### config.mk
export PLATFORM = sky130hd
export DESIGN_NAME = dphy_rx_byte_aligner
export DESIGN_NICKNAME = d
export VERILOG_FILES = /design/src/rtl/dphy_rx_byte_aligner.sv
export SDC_FILE = /design/constraint.sdc
export NUM_CORES = 1
export LEC_CHECK = 0
export CORE_ASPECT_RATIO = 0.8
export CORE_MARGIN = 2
export CORE_UTILIZATION = 32
export CTS_CLUSTER_SIZE = 24
export DETAILED_ROUTE_END_ITERATION = 6
export SETUP_SLACK_MARGIN = 0.15
export SYNTH_ARGS = -nofsm -noshare
export SYNTH_HDL_FRONTEND = slang
export SYNTH_SLANG_ARGS = --single-unit
### constraint.sdc
create_clock -name sys_clk -period 2.4 [get_ports sys_clk]
set_clock_uncertainty 0.05 [all_clocks]
set_input_delay 0.6 -clock sys_clk [delete_from_list [all_inputs] [get_ports sys_clk]]
set_output_delay 0.6 -clock sys_clk [all_outputs]
set_load 0.02 [all_outputs]
### src/rtl/dphy_rx_byte_aligner.sv
// D-PHY HS receive byte aligner for one data lane: waits for HS-receive, locks the
// bit offset on the SoT sync byte, then emits aligned payload bytes until end of packet.
module dphy_rx_byte_aligner #(
  parameter logic [7:0]  SYNC_BYTE         = 8'hB8,
  parameter bit          CHECK_ZERO_LEADER = 1'b1,
  parameter int unsigned TIMEOUT_CYCLES    = 32'd255
) (
  input  logic       sys_clk,
  input  logic       sys_rst_n,
  input  logic [7:0] din,
  input  logic       wait_for_sync,
  input  logic       packet_done,
  output logic [7:0] dout,
  output logic       dout_vld,
  output logic       sync_found,
  output logic       locked,
  output logic [2:0] align_offset,
  output logic       err_sync_timeout
);

  typedef enum logic [1:0] {
    ST_IDLE   = 2'd0,
    ST_SEARCH = 2'd1,
    ST_LOCKED = 2'd2
  } state_t;

  localparam bit          TMO_EN   = (TIMEOUT_CYCLES != 32'd0);
  localparam logic [15:0] TMO_LAST = 16'(TIMEOUT_CYCLES - 32'd1);

  state_t      state_r, state_s;
  logic [7:0]  prev_word_r;
  logic [2:0]  offset_r, offset_s;
  logic [15:0] tcount_r, tcount_s;
  logic [7:0]  dout_r, dout_s;
  logic        dout_vld_r, dout_vld_s;
  logic        sync_found_r, sync_found_s;
  logic        locked_r;
  logic        err_r, err_s;

  logic [15:0] window_s;
  logic [15:0] shifted_s;
  logic [7:0]  aligned_s;
  logic        match_s;
  logic [2:0]  match_k_s;

  // Sync byte sits at bit k of the window; optionally all earlier bits must be HS-zero.
  function automatic logic offset_hit(input logic [15:0] w, input int k);
    logic [15:0] sh;
    logic [15:0] lead_mask;
    sh        = w >> k;
    lead_mask = (16'd1 << k) - 16'd1;
    offset_hit = (sh[7:0] == SYNC_BYTE) &&
                 (!CHECK_ZERO_LEADER || ((w & lead_mask) == 16'd0));
  endfunction

  assign window_s  = {din, prev_word_r};
  assign shifted_s = window_s >> offset_r;
  assign aligned_s = shifted_s[7:0];

  // Scan offsets from high to low so the lowest matching offset is the one kept.
  always_comb begin
    match_s   = 1'b0;
    match_k_s = 3'd0;
    for (int k = 7; k >= 0; k--) begin
      match_k_s = offset_hit(window_s, k) ? 3'(k) : match_k_s;
      match_s   = match_s | offset_hit(window_s, k);
    end
  end

  // Next-state and next-output logic.
  always_comb begin
    state_s      = state_r;
    offset_s     = offset_r;
    tcount_s     = tcount_r;
    dout_s       = dout_r;
    dout_vld_s   = 1'b0;
    sync_found_s = 1'b0;
    err_s        = 1'b0;
    if (!wait_for_sync) begin
      state_s = ST_IDLE;
    end else begin
      case (state_r)
        ST_IDLE: begin
          state_s  = ST_SEARCH;
          tcount_s = 16'd0;
        end
        ST_SEARCH: begin
          if (match_s) begin
            state_s      = ST_LOCKED;
            offset_s     = match_k_s;
            sync_found_s = 1'b1;
            tcount_s     = 16'd0;
          end else if (TMO_EN && (tcount_r == TMO_LAST)) begin
            err_s    = 1'b1;
            tcount_s = 16'd0;
          end else begin
            tcount_s = tcount_r + 16'd1;
          end
        end
        ST_LOCKED: begin
          // End of packet wins over the byte update; dout keeps its last byte.
          if (packet_done) begin
            state_s = ST_IDLE;
          end else begin
            dout_s     = aligned_s;
            dout_vld_s = 1'b1;
          end
        end
        default: begin
          state_s = ST_IDLE;
        end
      endcase
    end
  end

  // State and output registers.
  always_ff @(posedge sys_clk) begin
    if (!sys_rst_n) begin
      state_r      <= ST_IDLE;
      prev_word_r  <= 8'd0;
      offset_r     <= 3'd0;
      tcount_r     <= 16'd0;
      dout_r       <= 8'd0;
      dout_vld_r   <= 1'b0;
      sync_found_r <= 1'b0;
      locked_r     <= 1'b0;
      err_r        <= 1'b0;
    end else begin
      state_r      <= state_s;
      prev_word_r  <= din;
      offset_r     <= offset_s;
      tcount_r     <= tcount_s;
      dout_r       <= dout_s;
      dout_vld_r   <= dout_vld_s;
      sync_found_r <= sync_found_s;
      locked_r     <= (state_s == ST_LOCKED);
      err_r        <= err_s;
    end
  end

  assign dout             = dout_r;
  assign dout_vld         = dout_vld_r;
  assign sync_found       = sync_found_r;
  assign locked           = locked_r;
  assign align_offset     = offset_r;
  assign err_sync_timeout = err_r;

endmodule

==> impl_metrics.yaml, run 1 <==
timing:
  worst_pin_slew_ps: 440.5
  period_needed_ps: 2234
  finalSetupTns_ps: 0
  slew_headroom_pct: 70.36
  rsz0062_at_grt: "true"
  fmax_mhz: 447.6
  fin_crit_sh_pct: 93.10
  finalMaxSlewViolations: 0
  hold_violations: 0
  final-setup-viol-count: 0
critical_path:
  critPathArrivalTime_ps: 2390
  rrSetupSlack_ps: 260
  endpoint: "tcount_r[15]"
  cp-end-kind: "flip-flop"
  worstRegToRegCells: 10
  critPathSlowestCell: "dlygate4sd2_1"
  r2r-start: "tcount_r[0]"
  max_stage_delay_ps: 290
  crit_start: "din[1]"
  crit_fanout: 8
  path_class: "in2reg"
  cp_num_buf_inv: 5
  cp_data_required_time_ps: 2560
  critical_path.most_common_cell: "buf_4"
  crit_family: "buffers and inverters"
  start_kind: "primary input"
  reg2reg_to: "tcount_r[15]"
  cp_num_cells: 11
  worstPathCellList: "dlygate4sd2_1 > buf_4 > nor4bb_4 > o21ai_2 > a21oi_4 > buf_4 > nor3_4 > buf_6 > buf_12 > a21o_1 > a22o_1"
flow_run:
  drv_cap: 0
route:
  drc: 0
  wl_per_cell_um: 15.03
  vias_per_cell: 5.259
  drt_iter0_markers: 51
  dr.pass1.iters: 4
  num_vias: 2135
  drt_wl_total_mm: 6.102
  ant_nets: 0
global_routing:
  grt_start_max_net_pins: 20
  grt.total_usage_pct: 15.69
  antenna_found_initial: 0
  grt_pass1_wl_mm: 9.798
  grt-ovfl-total: 0
  grt_pass1_vias: 2012
floorplan:
  io_pins: 27
  die_w_um: 98.81
  start_util_pct: 33.22
  dieArea_sq_um: 7889
  rows: 27
  coreArea_sq_um: 6925
  die_h_um: 79.85
clock_tree:
  cts_buffers: 5
  clock_sinks: 41
  cts_buffer_depth: 2
  h-tree-depth: 2
  cts_tree: "built"
  cts.clk_slew.worst_paths_ps: 90
  clk-insertion-delay-late_ps: 310
  ctsHoldBuffers: 0
  root_buffer: "clkbuf_8"
min_path:
  worst_hold_path_type: "reg2reg"
synth:
  synth_common_cells: "dfxtp_1, nand2_1, nor2_1"
  synth_warnings: 0
  synth_area_leaders: "dfxtp_1, mux2i_1, nand2_1"
  synth_edf_count: 0
  synth_cells: 264
  synthDistinctLibCells: 51
  yosysMostFrequentCell: "dfxtp_1"
  syn_nets: 278
  seq_area_frac_synth_pct: 35.67
  synth.avg_cell_area_sq_um: 8.716
  synth-seq-cells: 41
  ys_async_sr_fraction_pct: 0
  synth.top_cell.area_share_pct: 35.67
  synth_area_sq_um: 2301
  synthFlopType: "dfxtp_1"
  yosys.area.top_type: "dfxtp_1"
layout:
  antenna-diode-count: 0
  num-fill-cells: 697
  finalNetCount: 332
  area_growth_pct: 35.40
  stdcell_count: 406
  drive_above_1_share_pct: 21.63
placed_design:
  place_congestion: 0.8698
  hpwl_mm: 4.382
  place_inst: 390
  io_buffers: 26
pwr:
  power_density_nw_per_um2: 466.1
  p_leak_uw: 0.001125
  vdd_drop_max_mv: 0.1906
status:
  status: "finished clean"
## timing repair
action	4_1_cts	5_1_grt
buffers inserted	2	5
cloned	0	1
endpoints found under the setup margin	21	16
resized for setup	12	9
hold endpoints to repair	0	0
pin swaps	3	8
## cell type report
class,count,area (sq um),share of cell area [%]
clock inverter,2,37.54,1.205
inverter,10,37.54,1.205
tap,87,108.9,3.494
timing repair buffer,61,574.3,18.43
multi-input combinational,199,1454,46.67
clock buffer,6,82.58,2.651
sequential,41,820.8,26.35
## routing by layer
metal  vias to the layer above  share of wire [%]  wire, um  track usage, %
met3                        10                4.6       279           2.977
met1                      1011                 47      2850           20.75
li1                       1067                  -         -               -
met5                         -                  0         0               0
met4                         0                1.8       107           5.342
met2                        47                 47      2865           25.68
## registers in the layout, summed over array words and instances, names as in the netlist
register          count
align_offset          3
dout                  8
dout_vld              1
err_sync_timeout      1
locked                1
prev_word_r           8
state_r               2
sync_found            1
tcount_r             16
## report_power, final
| part | total, uW | switching (uW) | internal (uW) |
|---|---|---|---|
| clock | 603 | 264 | 339 |
| combinational | 146 | 70.0 | 76.4 |
| sequential | 703 | 14.1 | 689 |
## cell usage in the layout (no fill, tap or decap), types with 4 or more instances in the layout
master / n
nor4bb_4: 4
o21ai_1: 5
mux4_2: 4
dlymetal6s2s_1: 4
and2_1: 10
buf_4: 31
nor2_1: 24
nand3_1: 10
a211oi_1: 7
nand4_1: 5
nor2b_1: 4
and3b_1: 6
a31oi_1: 6
o21ai_0: 5
dfxtp_1: 41
clkbuf_8: 6
dlygate4sd2_1: 4
nor3_1: 7
clkdlybuf4s50_1: 18
mux2i_1: 18
inv_1: 10
nand2_1: 27
a21oi_1: 9
## cells by family after synthesis
family / after synthesis / share of synthesized area, %
AO/OA/AOI/OAI: 52 / 15.77
XOR/XNOR: 1 / 0.3807
adder cells (fa/ha/maj): 2 / 1.087
buffers and inverters: 24 / 4.731
flip-flops: 41 / 35.67
multiplexers: 24 / 12.72
AND/OR/NAND/NOR: 120 / 29.64
## worst register-to-register path, delay by kind of cell, from the launching register on
family	cells	cell delay [ps]
flip-flops	1	350
adder cells (fa/ha/maj)	1	130
buffers and inverters	3	310
AO/OA/AOI/OAI	2	310
AND/OR/NAND/NOR	4	890
## stage by stage
step           setup slack (ps)  utilization (%)  total power (uW)  cell area, sq um  hold WS, ps
2_1_floorplan             362.1                -             781.5              2301        409.9
3_3_place_gp             -291.4            41.03             848.6              2841        430.7
3_5_place_dp             -322.5            41.03             850.5              2841        442.2
4_1_cts                   152.0            43.65              1456              3023        456.5
5_1_grt                   87.22            44.99              1511              3115        482.7
6_report                  165.6            44.99              1452              3115        452.3
## how the worst min path moves through the flow
stage | start | end | cells past startpoint
after floorplan | tcount_r[5] | tcount_r[5] | 1
after global placement | tcount_r[5] | tcount_r[5] | 1
after detailed placement | tcount_r[9] | tcount_r[9] | 1
after CTS | dout[0] | dout[0] | 2
after global routing | dout[3] | dout[3] | 2
final | dout[0] | dout[0] | 2
Power figures use the tool's default switching activity.
==> run 2, diff against run 1 <==
Settings changed: CORE_MARGIN 2 to 4.
Clock period 2.4 ns to 2.7 ns, I/O delays scaled along.
==> impl_metrics.yaml, run 2 (same netlist as run 1, synthesis figures left out) <==
global_routing:
  grt-ovfl-total: 0
  grt.total_usage_pct: 14.00
  grt_pass1_vias: 1953
  antenna_found_initial: 0
  grt_start_max_net_pins: 20
  grt_pass1_wl_mm: 9.701
clock_tree:
  h-tree-depth: 2
  cts_buffer_depth: 2
  cts.clk_slew.worst_paths_ps: 90
  cts_buffers: 5
  cts_setup_buffers: 0
  ctsHoldBuffers: 0
  clock_sinks: 41
  clk-insertion-delay-late_ps: 300
  cts_tree: "built"
  root_buffer: "clkbuf_8"
layout:
  layout_common_cells: "dfxtp_1, buf_4, nand2_1"
  final_common_cell: "dfxtp_1"
  antenna-diode-count: 0
  finalNetCount: 328
  post-route-util_pct: 42.94
  area_growth_pct: 29.25
  drive_above_1_share_pct: 19.05
  regMostFlops: "tcount_r"
  largest_reg_flops: 16
critical_path:
  critPathArrivalTime_ps: 2610
  path_class: "in2reg"
  rrSetupSlack_ps: 420
  worstRegToRegCells: 7
  crit_start: "din[0]"
  r2r-start: "prev_word_r[6]"
  cp_data_required_time_ps: 2880
  cp-end-kind: "flip-flop"
  start_kind: "primary input"
  reg2reg_to: "tcount_r[3]"
  crit_fanout: 8
timing:
  slew_headroom_pct: 51.05
  finalMaxSlewViolations: 0
  fin_crit_sh_pct: 90.01
  fmax_mhz: 411.5
  hold_violations: 0
  worst_pin_slew_ps: 731.6
  finalSetupTns_ps: 0
  hold_slack_ps: 455.4
  rsz0062_at_grt: "false"
  period_needed_ps: 2430
  final-setup-viol-count: 0
floorplan:
  dieArea_sq_um: 8620
  io_pins: 27
  start_util_pct: 33.22
  coreArea_sq_um: 6925
  rows: 27
  die_h_um: 83.85
  die_w_um: 102.8
pwr:
  power_switching_uw: 291.3
  pwr-share-comb_pct: 10.5
  p_int_uw: 851.6
  p_leak_uw: 0.001072
  vdd_drop_max_mv: 0.1981
  power_density_nw_per_um2: 384.3
  seq_power_share_pct: 54.5
  clockPowerShare_pct: 35.0
  power.share.switching_pct: 25.49
  p_total_uw: 1143
route:
  drt-met1-wl_mm: 3.084
  top_layer: "met4"
  wl_per_cell_um: 14.25
  vias_per_cell: 5.182
  wl_met2_mm: 2.262
  num_vias: 2083
  wl_met3_um: 247
  ant_nets: 0
  dr.pass1.iters: 4
  drt_wl_total_mm: 5.728
  drc: 0
  drt_iter0_markers: 94
min_path:
  worst_hold_path_type: "reg2reg"
  hold_depth: 2
  hold_end: "dout[3]"
  worst_hold_startpoint: "dout[3]"
placed_design:
  place_congestion: 0.7987
  io_buffers: 26
  hpwl_mm: 4.313
status:
  status: "finished clean"
flow_run:
  drv_cap: 0
[run 2: worst max-delay path, stage by stage]
cell and delay [ps]:
clkdlybuf4s50_1 480, buf_4 180, and3b_1 180, o21ai_2 80, a21oi_4 80, buf_4 140
nor3_4 370, buf_6 190, a21oi_1 60, mux2i_1 160
[run 2: layout make-up]
class | count | area [sq um]
fill | 674 | 3951
multi-input combinational | 199 | 1405
sequential | 41 | 820.8
timing repair buffer | 57 | 515.5
tap | 87 | 108.9
clock buffer | 5 | 68.82
inverter | 10 | 37.54
clock inverter | 3 | 17.52
[run 2: stage by stage]
stage | setup WS (ps) | cells | instance area (sq um)
after floorplan | 606.2 | 264 | 2301
after global placement | -198.8 | 394 | 2846
after detailed placement | -246.0 | 394 | 2846
after CTS | 145.4 | 402 | 2938
after global routing | 161.2 | 402 | 2974
final | 269.7 | 402 | 2974
[run 2: what timing repair did]
item,4_1_cts,5_1_grt
endpoints found under the setup margin,4,18
pin swaps,0,2
resized for setup,1,11
[run 2: power groups by stage]
stage	combinational (uW)	clock (uW)	sequential, uW
2_1_floorplan	61.1	0	634
3_3_place_gp	116	0	637
3_5_place_dp	117	0	637
4_1_cts	118	412	623
5_1_grt	131	439	625
6_report	119	400	623
[run 2: how the worst max path moves through the flow]
stage                            endpoint  slack (ps)  cells after the start
after CTS                     tcount_r[3]         150                      9
after detailed placement     tcount_r[10]        -250                      8
final                         tcount_r[3]         270                     10
after floorplan           align_offset[0]         610                      7
after global placement       tcount_r[10]        -200                      9
after global routing          tcount_r[3]         160                     10
[run 2: per-layer routing]
metal,up-vias,track usage [%]
met4,0,5.176
li1,1054,-
met2,43,18.00
met5,-,0
met3,12,2.673
met1,974,22.33
